==> config.mk <==
export PLATFORM = sky130hd
export DESIGN_NAME = lj_pair_dispatcher
export DESIGN_NICKNAME = d
export VERILOG_FILES = /design/src/rtl/lj_pair_dispatcher.sv
export SDC_FILE = /design/constraint.sdc
export NUM_CORES = 1
export LEC_CHECK = 0
export CAP_MARGIN = 0
export CORE_MARGIN = 2
export CORE_UTILIZATION = 57
export CTS_BUF_LIST = sky130_fd_sc_hd__clkbuf_4
export CTS_CLUSTER_SIZE = 8
export DETAILED_ROUTE_END_ITERATION = 10
export GPL_TIMING_DRIVEN = 1
export PLACE_DENSITY = 0.89
export SLEW_MARGIN = 20
export SYNTH_ARGS = -nofsm -noshare
export SYNTH_HDL_FRONTEND = slang
export SYNTH_SLANG_ARGS = --single-unit
export TNS_END_PERCENT = 1
==> constraint.sdc <==
create_clock -name clk -period 9.47 [get_ports clk]
set_input_delay 0.947 -clock clk [delete_from_list [all_inputs] [get_ports clk]]
set_output_delay 0.947 -clock clk [all_outputs]
set_load 0.02 [all_outputs]
==> src/rtl/lj_pair_dispatcher.sv <==
// Streams every unique particle pair (i<j) from a position memory to the LJ force tile.
// One ref read per row, then one neighbor read per pair, buffered in a 2-entry output FIFO.
module lj_pair_dispatcher #(
   parameter int DATA_WIDTH = 32,
   parameter int ID_WIDTH   = 10
) (
   input  logic                    clk,
   input  logic                    rst,
   input  logic                    start,
   input  logic [ID_WIDTH:0]       particle_count,
   output logic                    busy,
   output logic                    done,
   output logic                    rd_en,
   output logic [ID_WIDTH-1:0]     rd_addr,
   input  logic [4*DATA_WIDTH-1:0] rd_data,
   output logic                    pair_valid,
   input  logic                    pair_ready,
   output logic [4*DATA_WIDTH-1:0] ref_pos,
   output logic [4*DATA_WIDTH-1:0] neighbor,
   output logic [ID_WIDTH-1:0]     ref_id,
   output logic [ID_WIDTH-1:0]     neighbor_id,
   output logic                    last_pair,
   output logic [2:0]              fsm_state
);

   localparam int PW = 4 * DATA_WIDTH;
   localparam logic [ID_WIDTH:0] ONE = (ID_WIDTH + 1)'(1);
   localparam logic [ID_WIDTH:0] TWO = (ID_WIDTH + 1)'(2);

   typedef enum logic [2:0] {IDLE, LOAD_REF, ISSUE, DRAIN, DONE} state_t;

   typedef struct packed {
      logic [PW-1:0]       r;
      logic [PW-1:0]       nb;
      logic [ID_WIDTH-1:0] ri;
      logic [ID_WIDTH-1:0] ni;
      logic                last;
   } entry_t;

   state_t              state, state_nx;
   logic [ID_WIDTH:0]   n_reg, ci, cj;
   logic                ref_load;
   logic [PW-1:0]       ref_reg;
   logic                fl_valid, fl_last;
   logic [ID_WIDTH-1:0] fl_i, fl_j;
   entry_t              mem [2];
   entry_t              head;
   logic                wr_ptr, rd_ptr;
   logic [1:0]          count;
   logic [2:0]          occ;
   logic                push, pop, credit, issue, row_end, final_pair;

   // Handshake: a pair transfers on a cycle where pair_valid && pair_ready; the head
   // entry holds until then.
   assign push       = fl_valid;
   assign pop        = (count != 2'd0) && pair_ready;
   // Occupancy net of this cycle's pop, so steady streaming sustains one read per cycle.
   assign occ        = {1'b0, count} + {2'b00, fl_valid} - {2'b00, pop};
   assign credit     = occ < 3'd2;
   assign row_end    = (cj == n_reg - ONE);
   assign final_pair = row_end && (ci == n_reg - TWO);

   always_comb begin
      state_nx = state;
      rd_en    = 1'b0;
      issue    = 1'b0;
      busy     = 1'b0;
      done     = 1'b0;
      case (state)
         IDLE: begin
            if (start) state_nx = (particle_count < TWO) ? DRAIN : LOAD_REF;
         end
         LOAD_REF: begin
            busy     = 1'b1;
            rd_en    = 1'b1;
            state_nx = ISSUE;
         end
         ISSUE: begin
            busy = 1'b1;
            if (credit) begin
               rd_en = 1'b1;
               issue = 1'b1;
               if (row_end) state_nx = final_pair ? DRAIN : LOAD_REF;
            end
         end
         DRAIN: begin
            busy = 1'b1;
            if (!fl_valid && (count == 2'd0 || (count == 2'd1 && pop))) state_nx = DONE;
         end
         DONE: begin
            done     = 1'b1;
            state_nx = IDLE;
         end
         default: state_nx = IDLE;
      endcase
   end

   always_ff @(posedge clk) begin
      if (rst) begin
         state    <= IDLE;
         n_reg    <= '0;
         ci       <= '0;
         cj       <= '0;
         ref_load <= 1'b0;
         ref_reg  <= '0;
         fl_valid <= 1'b0;
         fl_last  <= 1'b0;
         fl_i     <= '0;
         fl_j     <= '0;
         mem[0]   <= '0;
         mem[1]   <= '0;
         wr_ptr   <= 1'b0;
         rd_ptr   <= 1'b0;
         count    <= 2'd0;
      end else begin
         state    <= state_nx;
         ref_load <= (state == LOAD_REF);
         if (ref_load) ref_reg <= rd_data;
         if (state == IDLE && start) begin
            n_reg <= particle_count;
            ci    <= '0;
         end
         if (state == LOAD_REF) cj <= ci + ONE;
         if (issue) begin
            cj <= cj + ONE;
            if (row_end && !final_pair) ci <= ci + ONE;
         end
         // Tag travels with the read so the returning word lands with its ids.
         fl_valid <= issue;
         fl_i     <= ci[ID_WIDTH-1:0];
         fl_j     <= cj[ID_WIDTH-1:0];
         fl_last  <= issue && final_pair;
         if (push) begin
            mem[wr_ptr] <= '{r: ref_reg, nb: rd_data, ri: fl_i, ni: fl_j, last: fl_last};
            wr_ptr      <= ~wr_ptr;
         end
         if (pop) rd_ptr <= ~rd_ptr;
         count <= count + {1'b0, push} - {1'b0, pop};
      end
   end

   assign rd_addr     = !rd_en ? '0 : (state == LOAD_REF) ? ci[ID_WIDTH-1:0] : cj[ID_WIDTH-1:0];
   assign head        = mem[rd_ptr];
   assign pair_valid  = (count != 2'd0);
   assign ref_pos     = head.r;
   assign neighbor    = head.nb;
   assign ref_id      = head.ri;
   assign neighbor_id = head.ni;
   assign last_pair   = pair_valid && head.last;
   assign fsm_state   = state;

endmodule

==> results by stage <==
Synth:
- In the synthesized netlist the async set-or-reset flop fraction comes to 0.
- In this run, synthesis produced a sequential element count of 746.
- Summing every instance area after synthesis gives 31500 sq um.
- The mean area per synthesized cell is 13.5 sq um.
- The unique cell type count in the Yosys netlist is 63.
- The count of flip-flops with a built-in enable after synthesis is 554.
- The most used flip-flop cell after synthesis is edfxtp_1.
- Counting every instance in the synthesized netlist gives 2333.
- During synthesis, Yosys emitted a total of 0 warnings.
- The share of the Yosys chip area taken by registers is 0.649.
- The net count of the mapped netlist is 2483.

Floorplanning:
- The floorplan has 86 rows.
- The width of the die is 239 um.
- The vertical extent of the die is 239 um.
- During I/O placement, the number of pins put on the boundary was 437.
- The die outline area is 57200 sq um.
- The floorplan core area is 54900 sq um.
- The initial core utilization is 0.575.

Power and ir drop:
- The leakage power figure is 14.5 nW.
- The power density of the placed cells is 231 nW/um^2.
- The peak supply drop is 158 uV.

Cells and area:
- The library cells used most frequently in the layout, excluding fill and tap cells, are 557 x and2_1, 554 x edfxtp_1, 435 x clkdlybuf4s50_1.
- The total area of multi-input combinational cells is 10400 sq um.
- The total number of nets in the final design is 2960.
- The cell area after layout is 38800 sq um.
- Across the whole layout, storage elements account for 20500 sq um.
- The total of fill cells in the finished design is 3519.
- The most common cell after layout, fill and taps aside is and2_1.
- Compared with the post-synthesis result, the final layout area differs by 23.1%.
- The register with the most flip-flops in the layout has 554 of them.
- Of the cells placed in the final design, the portion with a size suffix greater than 1 is 0.209.

Setup path:
- Traced cell by cell, the critical path runs through inv_1 -> a21oi_1 -> ha_1 -> inv_1 -> ha_1 -> fa_1 -> nor3_1 -> and2_1 -> and3_1 -> a21o_1 -> clkdlybuf4s50_1.
- The type of the worst setup path is register to output port.
- STA puts the critical path data required time at 8.52 ns.
- The delay of the slowest cell on the worst path is 0.65 ns.
- The worst-path cell with the longest stage delay is and2_1.
- The depth of the worst register-to-register path is 11.
- The type of origin of the critical path is a register.
- The kind of end point of the critical path is an output port.
- At the worst endpoint, the arrival time is 4.67 ns.
- The peak fanout along the critical path is 20.

Global route:
- For this run, the total global-route usage over all layers was measured as 0.261.
- The met3 global-route usage is 0.0953.
- The number of global-route vias before repair is 21100.
- The total overflow left after global routing is 0.
- The met2 track demand over resource is 0.431.
- The met1 routing resource usage after global routing is 0.305.
- Entering global routing, the biggest net connects 278 pins.
- met2 is the most crowded layer.
- The first global-routing pass estimated 115000 um of wire.
- The number of antenna violations at the first check in global routing is 4.

Place:
- In this run the cell area measured after placement is 36400 sq um.
- At the end of routability-driven placement, the weighted congestion stood at 0.865.
- Prior to clock tree synthesis, the placed netlist has a worst setup slack of 3.93 ns.
- The count of buffers inserted at the top-level ports is 436.
- Summed over all nets, the half-perimeter wirelength after detailed placement is 45500 um.

Route:
- The number of detailed-routing iterations run before antenna repair is 6.
- Dividing the detail-routed via count by the number of cells gives 5.48.
- The count of nets left with antenna violations once routing finished came out at 0.
- The routed via count is 20100.
- In the final routed layout, each cell accounts on average for 20.6 um.
- The count of routing violations after the opening detailed-route iteration is 1427.
- The residual DRC count is 0.
- The overall routed net length is 75500 um.

Clock network:
- Hold repair after CTS inserted 0 buffers.
- After clock tree synthesis, the clock-pin slew on the worst setup and hold paths is 0.07 ns.
- TritonCTS built the clock tree.
- The number of gates given a new drive strength after cts is 0.
- CTS placed an instance of clkbuf_4 at the clock tree root.
- Post-CTS timing repair inserted 0 buffers for setup.
- The number of buffers on the longest clock path is 3.
- Clock tree synthesis inserted a total of 183 buffers.
- The clock latency at the later pin of the worst-skew pair is 1.00 ns.
- CTS saw 746 sinks.
- The H-tree level count is 4.

Hold path:
- The instance count along the most critical hold path is 2.
- The min-delay analysis places its worst path in the category primary input to register.

Timing:
- The worst slew slack as a fraction of its limit is 0.142.
- Setup slack on the critical path of the routed design comes to 3.85 ns.
- The pin slew with the least headroom to its limit is 1.29 ns.
- Hold timing on the final database bottoms out at a slack of 0.418 ns.
- The clock period minus final worst setup slack is 5.62 ns.
- Static timing analysis puts the maximum clock frequency at 0.178 GHz.
- The count of endpoints failing setup in the final report is 0.
- The number of hold violations in the final report came to 0.
- The number of slew-limit violations in the final report is 0.
- The post-route setup TNS is 0 ns.
- In the finished design, the share of the clock period the worst path needs comes to 0.594.
- The setup skew after layout is 0.0720 ns.
- Setup repair after global routing left no endpoint under its margin.

Outcome:
- The flow ran to the end, and the final reports show no timing, DRC or antenna violations.

Job:
- The count of max-cap constraint violations is 0.
==> routing by layer <==
layer	vias to the layer above	share of wire
met5	-	0.00040
met4	4	0.035
met3	170	0.087
met2	758	0.49
met1	9900	0.39
li1	9289	-
==> final cells by class <==
| cell class | count | share of cell area |
|---|---|---|
| clock inverters | 39 | 0.00525 |
| flip-flops and latches | 746 | 0.527 |
| well taps | 704 | 0.0227 |
| multi-input cells | 1413 | 0.269 |
| clock buffers | 300 | 0.0580 |
| repair buffers | 452 | 0.116 |
| inverters | 14 | 0.00135 |
| diodes | 3 | 0.000193 |
==> kinds of logic (layout without fill, tap and decap cells) <==
group                      count (synthesis)  in the layout  share of synthesized area
AOI/OAI and AO/OA                        109            109                     0.0230
xor gates and xnor gates                  31             31                    0.00861
adders and majority gates                  7              7                    0.00301
buffers and inverters                    174            805                     0.0213
DFF                                      746            746                      0.649
muxes                                    405            405                      0.139
other                                      0              3                          0
and+or+nand+nor                          861            861                      0.156
==> per-stage QoR <==
step | instances | power (mW) | util
floorplan | 2333 | 5.29 | -
global placement | 3329 | 6.27 | 0.663
detailed placement | 3329 | 6.30 | 0.663
CTS | 3668 | 9.06 | 0.707
global route | 3670 | 9.35 | 0.708
finish | 3671 | 8.98 | 0.708
==> cell usage after synthesis (all sizes together) (8+ instances only) <==
master / number / area (sq um)
xor2: 11 / 96.3
edfxtp: 554 / 16600
and2: 557 / 3480
mux2: 276 / 3110
a21oi: 32 / 160
xnor2: 20 / 175
inv: 14 / 52.6
o211ai: 14 / 105
nand3: 19 / 95.1
clkbuf: 138 / 519
nand2: 47 / 176
dfxtp: 192 / 3840
nor2: 157 / 589
nor3: 8 / 45.0
o21ai: 17 / 85.1
nor2b: 26 / 163
and3: 12 / 75.1
mux2i: 129 / 1290
buf: 22 / 98.8
==> where the power goes <==
| group | internal [mW] | total (mW) | leakage [nW] | switching [mW] |
|---|---|---|---|---|
| Combinational | 1.12 | 2.36 | 5.72 | 1.25 |
| Sequential | 3.74 | 3.89 | 7.29 | 0.144 |
| Clock | 1.46 | 2.73 | 1.48 | 1.27 |
| Total | 6.32 | 8.98 | 14.5 | 2.66 |
==> final timing paths <==
check,startpoint,to,slack [ns]
setup / recovery,count[1]$_SDFF_PP0_,rd_addr[0],3.85
hold / removal,rst,fl_j[2]$_SDFF_PP0_,0.42
setup reg to reg,count[1]$_SDFF_PP0_,ci[8]$_SDFF_PP0_,5.15
hold reg to reg,fl_j[9]$_SDFF_PP0_,mem[0][10]$_SDFFCE_PN0P_,0.49
==> worst max-delay path: cells and delay by family (launching register included) <==
| kind | cells | cell delay, ns |
|---|---|---|
| buf+inv | 3 | 0.76 |
| compound gates | 2 | 0.36 |
| flops | 1 | 0.38 |
| fa+ha+maj | 3 | 0.89 |
| simple gates | 3 | 1.32 |
(Power assumes the default switching activity.)
